<file path="src/rtl/alu_input_ctrl_if.sv">
// alu_input_ctrl_if: switch/button inputs and operand/operator outputs
// of the ALU input controller, with master (driver) and slave (controller) views.
interface alu_input_ctrl_if #(
    parameter int NB_DATA    = 8,
    parameter int NB_OP      = 6,
    parameter int N_OPERANDS = 2
);
    localparam int NB_SLOT = $clog2(N_OPERANDS + 1);

    logic [NB_DATA-1:0]            i_switches;
    logic                          i_btn_select;
    logic                          i_btn_set;
    logic                          i_btn_clear;
    logic [N_OPERANDS*NB_DATA-1:0] o_operands;
    logic [NB_OP-1:0]              o_operator;
    logic [NB_SLOT-1:0]            o_slot;
    logic [N_OPERANDS:0]           o_loaded;
    logic                          o_valid;

    modport master (
        output i_switches, i_btn_select, i_btn_set, i_btn_clear,
        input  o_operands, o_operator, o_slot, o_loaded, o_valid
    );

    modport slave (
        input  i_switches, i_btn_select, i_btn_set, i_btn_clear,
        output o_operands, o_operator, o_slot, o_loaded, o_valid
    );
endinterface

</file>
<file path="src/rtl/alu_input_ctrl.sv">
// alu_input_ctrl: button-driven loader of ALU operands and operator.
// Define ALU_INPUT_DEBOUNCE_EN to add per-button debounce of DB_CYCLES cycles.
module alu_input_ctrl #(
    parameter int NB_DATA    = 8,
    parameter int NB_OP      = 6,
    parameter int N_OPERANDS = 2,
    parameter int DB_CYCLES  = 1000000
) (
    input  logic          clk,
    input  logic          i_reset,
    alu_input_ctrl_if.slave bus
);
    localparam int NB_SLOT = $clog2(N_OPERANDS + 1);
    localparam int NB_LD   = N_OPERANDS + 1;
    localparam logic [NB_SLOT-1:0] SLOT_OPR = NB_SLOT'(N_OPERANDS);

    if (NB_OP < 1 || NB_OP > NB_DATA) begin : g_chk_nb_op
        $error("NB_OP must be in 1..NB_DATA");
    end
    if (N_OPERANDS < 2 || N_OPERANDS > 4) begin : g_chk_n_operands
        $error("N_OPERANDS must be in 2..4");
    end
    if (DB_CYCLES < 2) begin : g_chk_db_cycles
        $error("DB_CYCLES must be >= 2");
    end

    // bit 0 = select, bit 1 = set, bit 2 = clear
    logic [2:0] btn_raw;
    logic [2:0] sync1;
    logic [2:0] sync2;
    logic [1:0] settle;
    logic [2:0] lvl;
    logic [2:0] lvl_d;
    logic [2:0] armed;
    logic [2:0] ev;
    logic       ev_sel;
    logic       ev_set;
    logic       ev_clr;

    assign btn_raw = {bus.i_btn_clear, bus.i_btn_set, bus.i_btn_select};

    // Two-flop synchronizer; settle marks when sync2 holds a post-reset sample
    always_ff @(posedge clk) begin
        if (i_reset) begin
            sync1  <= '0;
            sync2  <= '0;
            settle <= '0;
        end else begin
            sync1  <= btn_raw;
            sync2  <= sync1;
            settle <= {settle[0], 1'b1};
        end
    end

`ifdef ALU_INPUT_DEBOUNCE_EN
    localparam int DB_W = $clog2(DB_CYCLES);

    logic [DB_W-1:0] db_cnt [3];
    logic [2:0]      db_lvl;

    // Level follows the input only after DB_CYCLES consecutive differing samples
    always_ff @(posedge clk) begin
        if (i_reset) begin
            db_lvl <= '0;
            for (int i = 0; i < 3; i++) db_cnt[i] <= '0;
        end else begin
            for (int i = 0; i < 3; i++) begin
                if (sync2[i] != db_lvl[i]) begin
                    if (db_cnt[i] == DB_W'(DB_CYCLES - 1)) begin
                        db_lvl[i] <= sync2[i];
                        db_cnt[i] <= '0;
                    end else begin
                        db_cnt[i] <= db_cnt[i] + 1'b1;
                    end
                end else begin
                    db_cnt[i] <= '0;
                end
            end
        end
    end

    assign lvl = db_lvl;
`else
    assign lvl = sync2;
`endif

    // Rising-edge history; a button only arms once seen released after reset
    always_ff @(posedge clk) begin
        if (i_reset) begin
            lvl_d <= '0;
            armed <= '0;
        end else begin
            lvl_d <= lvl;
            armed <= armed | ({3{settle[1]}} & ~sync2);
        end
    end

    assign ev     = lvl & ~lvl_d & armed;
    assign ev_sel = ev[0];
    assign ev_set = ev[1];
    assign ev_clr = ev[2];

    logic [NB_SLOT-1:0]            slot_q;
    logic [NB_SLOT-1:0]            slot_d;
    logic [NB_LD-1:0]              wr_en;
    logic [N_OPERANDS*NB_DATA-1:0] operands_q;
    logic [NB_OP-1:0]              operator_q;
    logic [NB_LD-1:0]              loaded_q;
    logic                          valid_q;

    // Slot state register
    always_ff @(posedge clk) begin
        if (i_reset) slot_q <= '0;
        else         slot_q <= slot_d;
    end

    // Next slot: clear returns home, select advances with wrap
    always_comb begin
        slot_d = slot_q;
        if (ev_clr) begin
            slot_d = '0;
        end else if (ev_sel) begin
            slot_d = (slot_q == SLOT_OPR) ? '0 : slot_q + 1'b1;
        end
    end

    // Slot outputs: current slot and its write strobe
    always_comb begin
        bus.o_slot = slot_q;
        wr_en      = '0;
        for (int k = 0; k < NB_LD; k++) begin
            wr_en[k] = ev_set & ~ev_clr & (slot_q == NB_SLOT'(k));
        end
    end

    // Operand/operator storage, loaded flags and the all-loaded pulse
    always_ff @(posedge clk) begin
        if (i_reset || ev_clr) begin
            operands_q <= '0;
            operator_q <= '0;
            loaded_q   <= '0;
            valid_q    <= 1'b0;
        end else begin
            for (int k = 0; k < N_OPERANDS; k++) begin
                if (wr_en[k]) operands_q[k*NB_DATA +: NB_DATA] <= bus.i_switches;
            end
            if (wr_en[N_OPERANDS]) operator_q <= bus.i_switches[NB_OP-1:0];
            loaded_q <= loaded_q | wr_en;
            valid_q  <= (|wr_en) & (&(loaded_q | wr_en));
        end
    end

    assign bus.o_operands = operands_q;
    assign bus.o_operator = operator_q;
    assign bus.o_loaded   = loaded_q;
    assign bus.o_valid    = valid_q;
endmodule

</file>
<file path="src/flat_wrapper.sv">
// flat-port wrapper written by rule: the top's interface ports become plain ports
module alu_input_ctrl_flat 
#(
    parameter int NB_DATA    = 8,
    parameter int NB_OP      = 6,
    parameter int N_OPERANDS = 2,
    parameter int DB_CYCLES  = 1000000
)
  (clk, i_reset, bus_i_switches, bus_i_btn_select, bus_i_btn_set, bus_i_btn_clear, bus_o_operands, bus_o_operator, bus_o_slot, bus_o_loaded, bus_o_valid);
  alu_input_ctrl_if #(.NB_DATA(NB_DATA), .NB_OP(NB_OP), .N_OPERANDS(N_OPERANDS)) bus_i ();
  input  logic clk;
  input  logic i_reset;
  input wire logic [$bits(bus_i.i_switches)-1:0] bus_i_switches;
  input wire logic [$bits(bus_i.i_btn_select)-1:0] bus_i_btn_select;
  input wire logic [$bits(bus_i.i_btn_set)-1:0] bus_i_btn_set;
  input wire logic [$bits(bus_i.i_btn_clear)-1:0] bus_i_btn_clear;
  output wire logic [$bits(bus_i.o_operands)-1:0] bus_o_operands;
  output wire logic [$bits(bus_i.o_operator)-1:0] bus_o_operator;
  output wire logic [$bits(bus_i.o_slot)-1:0] bus_o_slot;
  output wire logic [$bits(bus_i.o_loaded)-1:0] bus_o_loaded;
  output wire logic [$bits(bus_i.o_valid)-1:0] bus_o_valid;
  assign bus_i.i_switches = bus_i_switches;
  assign bus_i.i_btn_select = bus_i_btn_select;
  assign bus_i.i_btn_set = bus_i_btn_set;
  assign bus_i.i_btn_clear = bus_i_btn_clear;
  assign bus_o_operands = bus_i.o_operands;
  assign bus_o_operator = bus_i.o_operator;
  assign bus_o_slot = bus_i.o_slot;
  assign bus_o_loaded = bus_i.o_loaded;
  assign bus_o_valid = bus_i.o_valid;
  alu_input_ctrl #(.NB_DATA(NB_DATA), .NB_OP(NB_OP), .N_OPERANDS(N_OPERANDS), .DB_CYCLES(DB_CYCLES)) u_core (.clk(clk), .i_reset(i_reset), .bus(bus_i));
endmodule
</file>
<file path="config.mk">
export PLATFORM = sky130hd
export DESIGN_NAME = alu_input_ctrl_flat
export DESIGN_NICKNAME = d
export VERILOG_FILES = /design/src/rtl/alu_input_ctrl_if.sv /design/src/rtl/alu_input_ctrl.sv /design/src/flat_wrapper.sv
export SDC_FILE = /design/constraint.sdc
export NUM_CORES = 1
export LEC_CHECK = 0
export CORE_MARGIN = 3
export CORE_UTILIZATION = 50
export DETAILED_ROUTE_END_ITERATION = 10
export PLACE_DENSITY = 0.82
export SLEW_MARGIN = 10
export SYNTH_ARGS = -nofsm -noshare
export SYNTH_HDL_FRONTEND = slang
export SYNTH_SLANG_ARGS = --single-unit
</file>
<file path="constraint.sdc">
create_clock -name clk -period 2 [get_ports clk]
set_clock_uncertainty 0.1 [all_clocks]
set_input_delay 0.6 -clock clk [delete_from_list [all_inputs] [get_ports clk]]
set_output_delay 0.6 -clock clk [all_outputs]
set_load 0.1 [all_outputs]
</file>
Yosys cells after proc, flatten, opt, wreduce, memory -nomap -nowiden. Index checks and enable logic that the tools add are counted.

Register bits after elaboration: 42. Bits of input ports: 13. Output and inout bits: 28. Word-level logic and storage cells: 35.

Add/subtract/negate cells: 1. Equality and inequality tests: 2. Muxes and demuxes: 2. Bitwise logic cells: 13. Reduce and logical (&&, ||, !) cells: 5.

Operator list (number): 3-bit AND (3); 3-bit NOT (2); 3-bit OR (2); 1-bit AND (5); 3-bit AND reduction (1); 3-bit OR reduction (1); 2-bit by 1-bit adder with 2-bit output (second input constant) (1); 2-bit by 1-bit == test with 1-bit output (second input constant) (1); 2-bit == test (second input constant) (1); 2-bit zero test (1); 2-bit 2-to-1 mux (1); 2-bit OR reduction (1); 1-bit logical OR (1); 1-bit 2-to-1 mux (1); 1-bit NOT (1).

Depth between registers and ports, before layout. Gate-level depths: netlist (run 1).

Word-level depth: 9. Gate-level depth with buffers: 4. Gate-level depth less buffers: 3.

Worst setup path before layout (run 1). OpenSTA, ideal clock, no wires.

Path type: register -> register. Start point: register u_core.slot_q[0] (netlist: u_core.bus.o_slot[0]). End point: register u_core.loaded_q[2] (netlist: u_core.bus.o_loaded[2]). Setup time: 0.116 ns. Arrival time: 1.640 ns. Setup slack: 0.144 ns. Stages on the path, launching flop included: 5. Period minus slack after synthesis: 1.856 ns. Cells stage by stage: dfxtp_1 -> inv_1 -> and4_4 -> buf_6 -> o21a_1.

Cells in the longest elaborated chain, start to end: 3.

Ends and longest elaborated chain: from (decl) (RTL line alu_input_ctrl.sv:103) `logic [NB_SLOT-1:0] slot_q;`; from (signal assigned) (RTL line alu_input_ctrl.sv:114) `else slot_q <= slot_d;`; 2-bit == test (RTL line alu_input_ctrl.sv:132) `wr_en[k] = ev_set & ~ev_clr & (slot_q == NB_SLOT'(k));`; 1-bit AND (RTL line alu_input_ctrl.sv:132); 3-bit OR (RTL line alu_input_ctrl.sv:148) `loaded_q <= loaded_q | wr_en;`; to (signal assigned) (RTL line alu_input_ctrl.sv:148); to (decl) (RTL line alu_input_ctrl.sv:108) `logic [NB_LD-1:0] loaded_q;`.

No other way between the ends. A chain may end at the register's enable or synchronous reset.

Final worst setup path (run 1).
Start point: register u_core.slot_q[0] (netlist: u_core.bus.o_slot[0]). End point: output port bus_o_slot[0].

RTL lines: to (decl) (RTL line flat_wrapper.sv:19) `output wire logic [$bits(bus_i.o_slot)-1:0] bus_o_slot;`.

No word-level cell between the ends.

==> run_summary.xml, run 1 <==
<?xml version="1.0" encoding="UTF-8"?>
<metrics>
  <group name="outcome">
    <metric name="run_status" unit="">finished clean</metric>
  </group>
  <group name="cts">
    <metric name="h-tree-depth" unit="">2</metric>
    <metric name="cts_hold_buffers" unit="">0</metric>
    <metric name="tritoncts.num_buffers" unit="">5</metric>
    <metric name="postCtsSetupRepairBufs" unit="">0</metric>
    <metric name="clkTransAtPathRegs" unit="ns">0.12</metric>
    <metric name="insertion_delay_of_the_later_clocked_pin_in_the_worst_skew_pair" unit="ns">0.35</metric>
    <metric name="tritoncts" unit="">done</metric>
    <metric name="cts-root-buf" unit="">sky130_fd_sc_hd__clkbuf_4</metric>
    <metric name="clk_path_buf_depth" unit="">2</metric>
    <metric name="post_cts_resized" unit="">0</metric>
    <metric name="cts_sinks" unit="">42</metric>
  </group>
  <group name="sta">
    <metric name="rsz0062_at_grt" unit="">no</metric>
    <metric name="max-slew-margin-rel" unit="">0.5851</metric>
    <metric name="setup_viol_count_final" unit="">0</metric>
    <metric name="tightestPinTransition" unit="ns">0.6206</metric>
    <metric name="hold-worst-slack" unit="ns">0.3373</metric>
    <metric name="finalHoldViolCount" unit="">0</metric>
    <metric name="totalNegativeSetupSlack" unit="ns">0</metric>
    <metric name="share_of_the_clock_period_used_by_the_worst_path" unit="">0.8920</metric>
    <metric name="final.min_clock_period" unit="ns">1.784</metric>
    <metric name="timing.final.max_slew_violations" unit="">0</metric>
    <metric name="fmax" unit="MHz">560.6</metric>
  </group>
  <group name="route">
    <metric name="ant_nets" unit="">0</metric>
    <metric name="avgViaCountPerCell" unit="">5.283</metric>
    <metric name="drt_pre_antenna_iters" unit="">4</metric>
    <metric name="vias" unit="">1178</metric>
    <metric name="drt_drc_violations_left" unit="">0</metric>
    <metric name="wirelength" unit="mm">3.367</metric>
    <metric name="post_drt_wl_per_cell" unit="um">15.10</metric>
    <metric name="dr.first_iter.drc_count" unit="">40</metric>
  </group>
  <group name="die">
    <metric name="dieArea" unit="um^2">3793</metric>
    <metric name="dieWidth" unit="um">61.59</metric>
    <metric name="floorplan.rows" unit="">19</metric>
    <metric name="floorplan.io_pins" unit="">41</metric>
    <metric name="start_util" unit="">0.5417</metric>
    <metric name="placeableCoreArea" unit="um^2">2853</metric>
    <metric name="die_height" unit="um">61.59</metric>
  </group>
  <group name="placement">
    <metric name="place_congestion" unit="">0.7776</metric>
    <metric name="placed_cells_incl_taps" unit="">215</metric>
    <metric name="hpwl" unit="mm">2.535</metric>
    <metric name="portBuffers" unit="">40</metric>
  </group>
  <group name="global_routing">
    <metric name="groute.layer.met2.usage" unit="">0.3019</metric>
    <metric name="via_count_of_the_first_global_routing_pass" unit="">1181</metric>
    <metric name="overflow" unit="">0</metric>
    <metric name="grt_util_met1" unit="">0.2481</metric>
    <metric name="groute.layer.met3.usage" unit="">0.06289</metric>
    <metric name="grt_start_max_net_pins" unit="">21</metric>
    <metric name="antenna_found_initial" unit="">0</metric>
    <metric name="grt_usage" unit="">0.1966</metric>
    <metric name="grt_pass1_wl" unit="mm">5.437</metric>
    <metric name="gr-max-usage-layer" unit="">met2</metric>
  </group>
  <group name="worst_setup_path">
    <metric name="slowest_delay" unit="ns">0.52</metric>
    <metric name="critPathLaunchType" unit="">flop</metric>
    <metric name="worst-setup-path-type" unit="">flop to output port</metric>
    <metric name="crit_chain" unit="">buf_12</metric>
    <metric name="timing.critical_path.max_delay_family" unit="">flip-flops</metric>
    <metric name="cp_slowest_cell" unit="">sky130_fd_sc_hd__dfxtp_1</metric>
    <metric name="worst-endpoint-arrival" unit="ns">1.08</metric>
    <metric name="worstSetupEndpointType" unit="">output port</metric>
    <metric name="timing.critical_path.buf_inv" unit="">1</metric>
    <metric name="cp.required" unit="ns">1.30</metric>
    <metric name="critical_path_peak_fanout" unit="">7</metric>
  </group>
  <group name="synthesis">
    <metric name="synth.ff_latch_count" unit="">42</metric>
    <metric name="mappedNetlistArea" unit="um^2">1545</metric>
    <metric name="portion_of_the_post_synthesis_area_used_by_sequential_elements" unit="">0.5441</metric>
    <metric name="synthDistinctLibCells" unit="">23</metric>
    <metric name="synth_area_per_cell" unit="um^2">10.37</metric>
    <metric name="synthTopCellsByArea" unit="">sky130_fd_sc_hd__dfxtp_1, sky130_fd_sc_hd__mux2i_1, sky130_fd_sc_hd__nand3_1</metric>
    <metric name="syn_nets" unit="">162</metric>
    <metric name="synth.yosys.warnings" unit="">0</metric>
    <metric name="postSynthCellCount" unit="">149</metric>
    <metric name="synth_area_leader_cell" unit="">sky130_fd_sc_hd__dfxtp_1</metric>
    <metric name="synthDominantCellAreaShare" unit="">0.5441</metric>
  </group>
  <group name="power_and_ir_drop">
    <metric name="power" unit="uW">1398</metric>
    <metric name="static-leakage-power" unit="uW">0.0009855</metric>
    <metric name="powerDensity" unit="nW/um^2">607.4</metric>
    <metric name="worst_ir_drop_vdd" unit="uV">531.5</metric>
  </group>
  <group name="layout">
    <metric name="final-seq-area" unit="um^2">840.8</metric>
    <metric name="mostFrequentLayoutCell" unit="">sky130_fd_sc_hd__dfxtp_1</metric>
    <metric name="mostFrequentLayoutCells" unit="">sky130_fd_sc_hd__dfxtp_1, sky130_fd_sc_hd__nand3_1, sky130_fd_sc_hd__buf_12, sky130_fd_sc_hd__mux2i_1, sky130_fd_sc_hd__clkdlybuf4s50_1</metric>
    <metric name="multiInputGateArea" unit="um^2">628.1</metric>
    <metric name="finish.net_count" unit="">204</metric>
    <metric name="final_layout_size_suffix_gt1_frac" unit="">0.2240</metric>
    <metric name="number_of_diodes_added_for_antenna_fixing" unit="">0</metric>
    <metric name="n_fill_cell" unit="">185</metric>
    <metric name="layout_cells_excl_fill" unit="">223</metric>
    <metric name="area_growth_syn_to_layout" unit="%">48.91</metric>
  </group>
  <group name="min_path">
    <metric name="worstHoldPathType" unit="">flop to flop</metric>
  </group>
  <group name="run">
    <metric name="max_cap_viols" unit="">0</metric>
  </group>
</metrics>
final cells by class:
class	instances	share of cell area
Inverter	6	0.009788
Clock buffer	7	0.02393
Multi-Input combinational cell	92	0.2730
Clock inverter	1	0.002175
Timing Repair Buffer	44	0.3089
Tap cell	31	0.01686
Sequential cell	42	0.3654
state kept, by name, summed over array words and instances, names as in the netlist:
name                   flops
u_core.lvl                 3
u_core.bus.o_operands     16
u_core.bus.o_valid         1
u_core.armed               3
u_core.bus.o_operator      6
u_core.settle              2
u_core.bus.o_slot          2
u_core.bus.o_loaded        3
u_core.sync1               3
u_core.lvl_d               3
final timing paths:
kind | from | depth (start not counted) | slack (ns) | to
setup reg to reg | u_core.bus.o_slot[0]$_SDFFE_PP0P_ | 3 | 0.35 | u_core.bus.o_operands[11]$_SDFFE_PP0P_
hold reg to reg | u_core.sync1[0]$_SDFF_PP0_ | 1 | 0.34 | u_core.lvl[0]$_SDFF_PP0_
hold / removal | u_core.sync1[0]$_SDFF_PP0_ | 1 | 0.34 | u_core.lvl[0]$_SDFF_PP0_
setup / recovery | u_core.bus.o_slot[0]$_SDFFE_PP0P_ | 1 | 0.22 | bus_o_slot[0]
per-stage QoR:
stage               cell area [um^2]    util  worst slack (ns)
floorplan                       1545       -            0.1439
global placement                2241  0.7855            0.1154
detailed placement              2241  0.7855           0.05705
CTS                             2301  0.8066            0.2171
global route                    2301  0.8066            0.1431
finish                          2301  0.8066            0.2161
synth_stat cells:
| master | instances |
|---|---|
| sky130_fd_sc_hd__inv_1 | 5 |
| sky130_fd_sc_hd__nand2_1 | 2 |
| sky130_fd_sc_hd__and3b_2 | 1 |
| sky130_fd_sc_hd__o21a_1 | 2 |
| sky130_fd_sc_hd__nor2_1 | 9 |
| sky130_fd_sc_hd__a21oi_1 | 5 |
| sky130_fd_sc_hd__buf_6 | 2 |
| sky130_fd_sc_hd__clkinv_1 | 1 |
| sky130_fd_sc_hd__dfxtp_1 | 42 |
| sky130_fd_sc_hd__and2_1 | 1 |
| sky130_fd_sc_hd__nor3_1 | 1 |
| sky130_fd_sc_hd__nor2b_1 | 7 |
| sky130_fd_sc_hd__and2b_1 | 1 |
| sky130_fd_sc_hd__and3_1 | 1 |
| sky130_fd_sc_hd__nand3_1 | 32 |
| sky130_fd_sc_hd__o22a_1 | 1 |
| sky130_fd_sc_hd__nand3_2 | 1 |
| sky130_fd_sc_hd__nand3b_1 | 1 |
| sky130_fd_sc_hd__and4_4 | 1 |
| sky130_fd_sc_hd__clkbuf_1 | 3 |
| sky130_fd_sc_hd__buf_2 | 4 |
| sky130_fd_sc_hd__nand3b_4 | 1 |
| sky130_fd_sc_hd__mux2i_1 | 25 |
cell families after synthesis:
family                 Yosys count  synth area share
AOI/OAI and AO/OA                8           0.03157
and+or+nand+nor                 59            0.2130
muxes                           25            0.1619
buffers and inverters           15           0.04939
DFF                             42            0.5441
power breakdown:
part | leakage, uW | switching, uW | internal (uW)
logic | 0.000609 | 57.0 | 50.0
clock network | 0.0000353 | 257 | 171
registers | 0.000341 | 10.3 | 852
total | 0.000985 | 325 | 1070
metal layers:
layer / vias to the layer above / share of wire / wire [um]
met5: - / 0 / 0
met4: 0 / 0.025 / 85
met3: 9 / 0.053 / 179
met2: 31 / 0.51 / 1708
met1: 540 / 0.41 / 1394
li1: 598 / - / -
No activity file was read; power rests on OpenSTA's default activity.
==> inputs of run 2 (changes only) <==
CTS_CLUSTER_SIZE = 8   (was unset)
==> results of run 2 <==
No change in the layout: final DEF, timing and power equal those of run 1.
==> inputs of run 3 (changes only) <==
TNS_END_PERCENT = 30   (was unset)
==> results of run 3 <==
No change in the layout: final DEF, timing and power equal those of run 1.
